$ cat src/rtl/lsu_mem_bridge.sv
// Bridge between a single-issue load/store unit and a synchronous single-port data SRAM.
// Handles lane steering, sign extension and misalignment/range faults with a 4-state FSM.
module lsu_mem_bridge #(
   parameter int AW = 12
) (
   input  logic          i_CLK,
   input  logic          i_RST,
   input  logic          i_LSU_REQ,
   input  logic          i_LSU_WE,
   input  logic [1:0]    i_LSU_HB,
   input  logic [31:0]   i_LSU_ADDR,
   input  logic [31:0]   i_LSU_WDATA,
   output logic [31:0]   o_LSU_RDATA,
   output logic          o_LSU_GNT,
   output logic          o_LSU_ERR,
   output logic          o_MEM_CE,
   output logic          o_MEM_WE,
   output logic [3:0]    o_MEM_BE,
   output logic [AW-1:0] o_MEM_ADDR,
   output logic [31:0]   o_MEM_WDATA,
   input  logic [31:0]   i_MEM_RDATA
);

   localparam logic [1:0] HB_BYTE = 2'b00;
   localparam logic [1:0] HB_HALF = 2'b01;
   localparam logic [1:0] HB_WORD = 2'b10;
   localparam logic [1:0] HB_ILL  = 2'b11;

   typedef enum logic [1:0] {
      IDLE   = 2'b00,
      ACCESS = 2'b01,
      RESP   = 2'b10,
      FAULT  = 2'b11
   } state_t;

   state_t     state;
   logic       req_we;
   logic [1:0] req_hb;
   logic [1:0] req_lane;

   // Address range is checked by shifting so any AW up to 30 stays legal.
   function automatic logic is_fault(input logic [1:0] hb, input logic [31:0] addr);
      logic bad;
      bad = 1'b0;
      if (hb == HB_ILL)                              bad = 1'b1;
      if ((hb == HB_HALF) && addr[0])                bad = 1'b1;
      if ((hb == HB_WORD) && (addr[1:0] != 2'b00))   bad = 1'b1;
      if ((addr >> (AW + 2)) != 32'd0)               bad = 1'b1;
      return bad;
   endfunction

   function automatic logic [3:0] lane_be(input logic [1:0] hb, input logic [1:0] lane);
      logic [3:0] be;
      case (hb)
         HB_BYTE: be = 4'b0001 << lane;
         HB_HALF: be = lane[1] ? 4'b1100 : 4'b0011;
         default: be = 4'b1111;
      endcase
      return be;
   endfunction

   function automatic logic [31:0] lane_wdata(input logic [1:0] hb, input logic [31:0] wdata);
      logic [31:0] wd;
      case (hb)
         HB_BYTE: wd = {4{wdata[7:0]}};
         HB_HALF: wd = {2{wdata[15:0]}};
         default: wd = wdata;
      endcase
      return wd;
   endfunction

   function automatic logic [31:0] load_extend(input logic [1:0] hb, input logic [1:0] lane,
                                               input logic [31:0] rdata);
      logic [31:0] shifted;
      logic [31:0] ext;
      shifted = rdata >> {lane, 3'b000};
      case (hb)
         HB_BYTE: ext = {{24{shifted[7]}}, shifted[7:0]};
         HB_HALF: ext = lane[1] ? {{16{rdata[31]}}, rdata[31:16]}
                                : {{16{rdata[15]}}, rdata[15:0]};
         default: ext = rdata;
      endcase
      return ext;
   endfunction

   // SRAM read data arrives in RESP, so load data is steered combinationally from it.
   assign o_LSU_RDATA = ((state == RESP) && !req_we) ? load_extend(req_hb, req_lane, i_MEM_RDATA)
                                                     : 32'd0;

   always_ff @(posedge i_CLK or posedge i_RST) begin
      if (i_RST) begin
         state       <= IDLE;
         req_we      <= 1'b0;
         req_hb      <= 2'b00;
         req_lane    <= 2'b00;
         o_LSU_GNT   <= 1'b0;
         o_LSU_ERR   <= 1'b0;
         o_MEM_CE    <= 1'b0;
         o_MEM_WE    <= 1'b0;
         o_MEM_BE    <= 4'b0000;
         o_MEM_ADDR  <= '0;
         o_MEM_WDATA <= 32'd0;
      end else begin
         case (state)
            IDLE: begin
               o_LSU_GNT <= 1'b0;
               o_LSU_ERR <= 1'b0;
               if (i_LSU_REQ) begin
                  req_we   <= i_LSU_WE;
                  req_hb   <= i_LSU_HB;
                  req_lane <= i_LSU_ADDR[1:0];
                  if (is_fault(i_LSU_HB, i_LSU_ADDR)) begin
                     state     <= FAULT;
                     o_LSU_GNT <= 1'b1;
                     o_LSU_ERR <= 1'b1;
                  end else begin
                     state       <= ACCESS;
                     o_MEM_CE    <= 1'b1;
                     o_MEM_WE    <= i_LSU_WE;
                     o_MEM_BE    <= lane_be(i_LSU_HB, i_LSU_ADDR[1:0]);
                     o_MEM_ADDR  <= i_LSU_ADDR[AW+1:2];
                     o_MEM_WDATA <= lane_wdata(i_LSU_HB, i_LSU_WDATA);
                  end
               end
            end
            ACCESS: begin
               state     <= RESP;
               o_MEM_CE  <= 1'b0;
               o_MEM_WE  <= 1'b0;
               o_MEM_BE  <= 4'b0000;
               o_LSU_GNT <= 1'b1;
               o_LSU_ERR <= 1'b0;
            end
            RESP: begin
               state     <= IDLE;
               o_LSU_GNT <= 1'b0;
            end
            FAULT: begin
               state     <= IDLE;
               o_LSU_GNT <= 1'b0;
               o_LSU_ERR <= 1'b0;
            end
            default: state <= IDLE;
         endcase
      end
   end

endmodule

$ cat config.mk
export PLATFORM = sky130hd
export DESIGN_NAME = lsu_mem_bridge
export DESIGN_NICKNAME = d
export VERILOG_FILES = /design/src/rtl/lsu_mem_bridge.sv
export SDC_FILE = /design/constraint.sdc
export NUM_CORES = 1
export LEC_CHECK = 0
export CAP_MARGIN = 15
export CORE_ASPECT_RATIO = 1.25
export CORE_MARGIN = 2
export CORE_UTILIZATION = 39
export DETAILED_ROUTE_END_ITERATION = 10
export PLACE_DENSITY = 0.91
export SLEW_MARGIN = 20
export SYNTH_ARGS = -nofsm -noshare
export SYNTH_HDL_FRONTEND = slang
export SYNTH_SLANG_ARGS = --single-unit
$ cat constraint.sdc
create_clock -name i_CLK -period 2.6 [get_ports i_CLK]
set_clock_uncertainty 0.15 [all_clocks]
set_input_delay 0.39 -clock i_CLK [delete_from_list [all_inputs] [get_ports i_CLK]]
set_output_delay 0.39 -clock i_CLK [all_outputs]
set_load 0.02 [all_outputs]
# Yosys cells after proc, flatten, opt, wreduce, memory -nomap -nowiden
# Cells that the tools add are included.
# word_totals
output_inout_bits	84
regBits	59
inputBits	102
wordCells	67
# classes
n_eq_ne	9
n_mux	28
n_shift	2
reduce_logical	16
bitwise	1
# ops
op	n
$pmux 32 s2	2
$mux 32	2
$reduce_bool 32->1	1
$shr 32x5->8	1
$pmux 4 s2	2
$mux 1	12
$mux 4	3
$eq 2x2->1 const B	4
$eq 2x1->1 const B	3
$logic_not 2->1	3
$pmux 1 s2	3
$pmux 2 s3	1
$reduce_and 3->1	2
$reduce_bool 2->1	3
$mux 2	2
$ne 2x2->1 const B	2
$reduce_or 2->1	2
$shl 1x2->4 const A	1
$logic_and 1x1->1	3
$pmux 1 s3	1
$reduce_and 2->1	1
$logic_not 1->1	1
$not 1->1	1

# Longest topological paths before layout
# depth
word_depth	10
ltp_mapped	6
mapped_depth_nobuf	4

# Worst setup path before layout
# OpenSTA, ideal clock, no wires.
# synth_timing
kind	reg-to-output
start	register state[0]
end	output port o_LSU_RDATA[21]
n_path_buf	2
required_ps	2060
stages_incl_launch_ff	7
slack_ps	343
t_arrival_ps	1717
path_cell_list	dfrtp_1 -> or3b_2 -> clkbuf_1 -> inv_1 -> o31ai_1 -> buf_2 -> a21oi_1
# synth_via
elab_chain_len	3
# synth_rtl
item	line_no	source
from (decl)	36	state_t state;
from (signal assigned)	92	state <= IDLE;
from (signal assigned)	113	state <= FAULT;
from (signal assigned)	117	state <= ACCESS;
$eq 2x2->1	87	assign o_LSU_RDATA = ((state == RESP) && !req_we) ? load_extend(req_hb, req_lane, i_MEM_RDATA)
$logic_and 1x1->1	87	
$mux 32	87	
to (decl)	13	output logic [31:0] o_LSU_RDATA,
# No other way between the ends.

# Worst setup path after layout
# layout_timing
start	input port i_MEM_RDATA[7]
end	output port o_LSU_RDATA[29]
# layout_via
elab_chain_len	3
# layout_rtl
item	line_no	source
from (decl)	21	input logic [31:0] i_MEM_RDATA
$shr 32x5->8	76	shifted = rdata >> {lane, 3'b000};
$pmux 32 s2	77	case (hb)
$mux 32	87	
# No other way between the ends.

==> run_results.csv <==
group,metric,value,unit
sta,hold_slack,0.269,ns
logic_synthesis,synth_compound_area_share,15.1,%
logic_synthesis,synth.top_cell.area_share,43.7,%
die,initial_utilization,39.5,%
grt,grt_pass1_vias,3552,
clock_network,cts_inserted_buffers,9,
detailed_routing,via_per_inst,5.41,
detailed_routing,wire_per_inst,17.6,um
die,die_w,87.3,um
logic_synthesis,syn_avg_cell_area,10.7,um2
logic_synthesis,synth.distinct_cells,38,
detailed_routing,drc_errors,0,
run_status,violations,"setup timing",
die,ios,186,
detailed_routing,dr.pass1.iters,5,
setup_path,startpoint_type,"primary input",
sta,final.setup.tns,-0.000533,ns
logic_synthesis,ys_warn_count,0,
worst_hold_path,hold_class,"primary input to asynchronous set/reset pin",
die,die-area,9440,um2
clock_network,htreeDepth,3,
sta,max_freq,385,MHz
grt,grtUsageMet2,41.9,%
setup_path,required,2.06,ns
logic_synthesis,synth_area,3380,um2
setup_path,slowest_stage,"clkdlybuf4s50_1",
sta,fin_crit_sh,100,%
logic_synthesis,synth.area.mux_share,26.6,%
grt,antenna_found_initial,0,
grt,grt_use_total,23.5,%
detailed_routing,drt-total-wl,11000,um
setup_path,max_stage_delay,0.53,ns
sta,setup_viol,1,
die,rows,38,
clock_network,hold_buffers,0,
detailed_routing,ant_nets,0,
logic_synthesis,synthSimpleGateAreaFrac,8.88,%
power_and_ir_drop,ir_drop,0.000437,V
logic_synthesis,syn_nets,418,
finish,fin_cells,624,
finish,area.growth.synth_to_final,68.7,%
setup_path,crit_fanout,17,
power_and_ir_drop,power.leakage,2.67,nW
power_and_ir_drop,powerDensity,545,nW/um2
sta,tightest_slew,0.499,ns
logic_synthesis,synth_fa_ha_area_share,0,%
grt,grt_pass1_wl,17300,um
placed_design,gp_congestion,0.925,
grt,top_usage_layer,"met2",
grt,grt_use_met1,24.2,%
logic_synthesis,synth_xor_area_share,0,%
finish,final_cell_mix,"clkdlybuf4s50_1 (153), mux2_2 (69), dfrtp_1 (56)",
die,core_area,8560,um2
sta,rsz0062_at_grt,"yes",
grt,grt_start_max_net_pins,60,
sta,setup_ws,-0.000533,ns
logic_synthesis,synth_top_family_by_area,"multiplexers",
clock_network,clk_latency,0.34,ns
finish,final_common_cell,"clkdlybuf4s50_1",
logic_synthesis,syn_inst,316,
grt,overflow,0,
clock_network,cts_max_path_buffers,2,
run_status,outcome,"finished with violations",
finish,fin_nets,621,
setup_path,arrival,2.06,ns
sta,relSlewSlack,66.4,%
finish,drive_gt1_share,26.0,%
setup_path,crit_path_end_kind,"primary output",
sta,min_period,2.60,ns
placed_design,hpwl,8320,um
detailed_routing,dr_total_vias,3374,
logic_synthesis,synth.area.top_cells,"dfrtp_1 (44%), mux2_2 (23%), a21oi_1 (4.3%), mux2i_1 (3.0%), inv_1 (2.3%)",
sta,hold_viol,0,
setup_path,path_class,"primary input to primary output",
sta,slew_violations,0,
detailed_routing,drtIter0Drc,166,
run,maxCapViolations,0,
logic_synthesis,synth_seq_cells,59,
logic_synthesis,synth_top_area_cell,"dfrtp_1",
finish,n_antenna_cell,0,
die,die_h,108,um
logic_synthesis,synth-seq-area-share,43.7,%
placed_design,place_inst,608,
placed_design,io_buffer_count,185,
clock_network,path_clk_slew,0.07,ns
setup_path,cp_cell_sequence,"clkdlybuf4s50_1 > mux2i_1 > nor4_2 > o31ai_1 > buf_4 > a21oi_1 > dlygate4sd2_1",
grt,grt_use_met3,8.70,%
clock_network,cts_root_buf,"clkbuf_8",
clock_network,cts_tree,"yes",
clock_network,cts.sinks,59,
[cell usage after synthesis (all sizes together)]
library cell	number
o21ba	1
or3	1
nand4	2
a311o	4
o22a	1
clkinv	2
mux2i	10
nor2	14
a22o	8
nor3	5
a222oi	7
mux2	71
o21ai	15
o21bai	1
nor2b	3
buf	9
and2	4
a22oi	8
inv	21
o31ai	1
o211ai	1
clkbuf	11
nand2	12
or2	2
nand3	3
dfrtp	59
nand2b	1
a21oi	29
nor4	7
or3b	1
nor3b	1
o21a	1
[final timing paths]
path	startpoint	endpoint	slack, ns	depth (start not counted)
worst max-delay path	i_MEM_RDATA[7]	o_LSU_RDATA[29]	-0.0005	7
worst min-delay path	i_RST	o_LSU_GNT$_DFF_PP0_	0.27	3
worst max register to register	state[1]$_DFFE_PP0P_	o_MEM_WDATA[10]$_DFFE_PP0P_	0.50	6
worst min register to register	o_MEM_WDATA[19]$_DFFE_PP0P_	o_MEM_WDATA[19]$_DFFE_PP0P_	0.34	1
max in group asynchronous	i_RST	req_lane[1]$_DFFE_PP0P_	1.74	3
min in group i_CLK	o_MEM_WDATA[19]$_DFFE_PP0P_	o_MEM_WDATA[19]$_DFFE_PP0P_	0.34	1
[kinds of logic (layout without fill, tap and decap cells)]
group	count (synthesis)	in the layout
mux	81	81
flops	59	59
buf+inv	43	251
compound gates	77	77
simple gates	56	56
[repair_timing]
action / CTS / global route
setup endpoints to repair: 32 / 31
gates cloned: 0 / 0
resized for setup: 41 / 21
pin swaps: 1 / 4
hold endpoints to repair: 0 / 0
buffers inserted: 0 / 0
[power by group]
group	switching, W	total, W	internal (W)
Combinational	0.000510	0.00101	0.000504
Sequential	0.0000618	0.00102	0.000962
Clock	0.000360	0.00107	0.000714
Total	0.000932	0.00311	0.00218
[through the flow]
step	util, %	worst slack (ns)	total power [W]	instance area (um2)
final	66.7	-0.000533	0.00311	5710
after global routing	66.7	-0.0835	0.00327	5710
after CTS	67.0	-0.101	0.00313	5730
after detailed placement	64.0	-0.330	0.00206	5480
after global placement	64.0	-0.263	0.00203	5480
after floorplan	-	0.343	0.00154	3380
[flip-flops by register name (all words and copies together), names as in the netlist]
register     count
o_LSU_ERR        1
o_LSU_GNT        1
o_MEM_ADDR      12
o_MEM_BE         4
o_MEM_CE         1
o_MEM_WDATA     32
o_MEM_WE         1
req_hb           2
req_lane         2
req_we           1
state            2
[area by class of cell]
cell class / count / area [um2]
Clock buffer: 12 / 165
Sequential cell: 59 / 1480
Tap cell: 100 / 125
Clock inverter: 4 / 95.1
Inverter: 23 / 86.3
Multi-Input combinational cell: 214 / 1740
Timing Repair Buffer: 212 / 2010
Fill cell: 649 / 2850
[worst max-delay path: cells and delay by family]
kind	cells	cell delay, ns
AND/OR/NAND/NOR	1	0.23
buffers and inverters	3	1.08
AO/OA/AOI/OAI	2	0.25
multiplexers	1	0.11
[routing by layer]
| metal | share of wire (%) | wire, um | up-vias |
|---|---|---|---|
| li1 | - | - | 1563 |
| met1 | 35 | 3900 | 1607 |
| met2 | 52 | 5740 | 183 |
| met3 | 9.7 | 1070 | 21 |
| met4 | 2.6 | 284 | 0 |
| met5 | 0 | 0 | - |
Note: power is estimated with default switching activity, not from simulation.
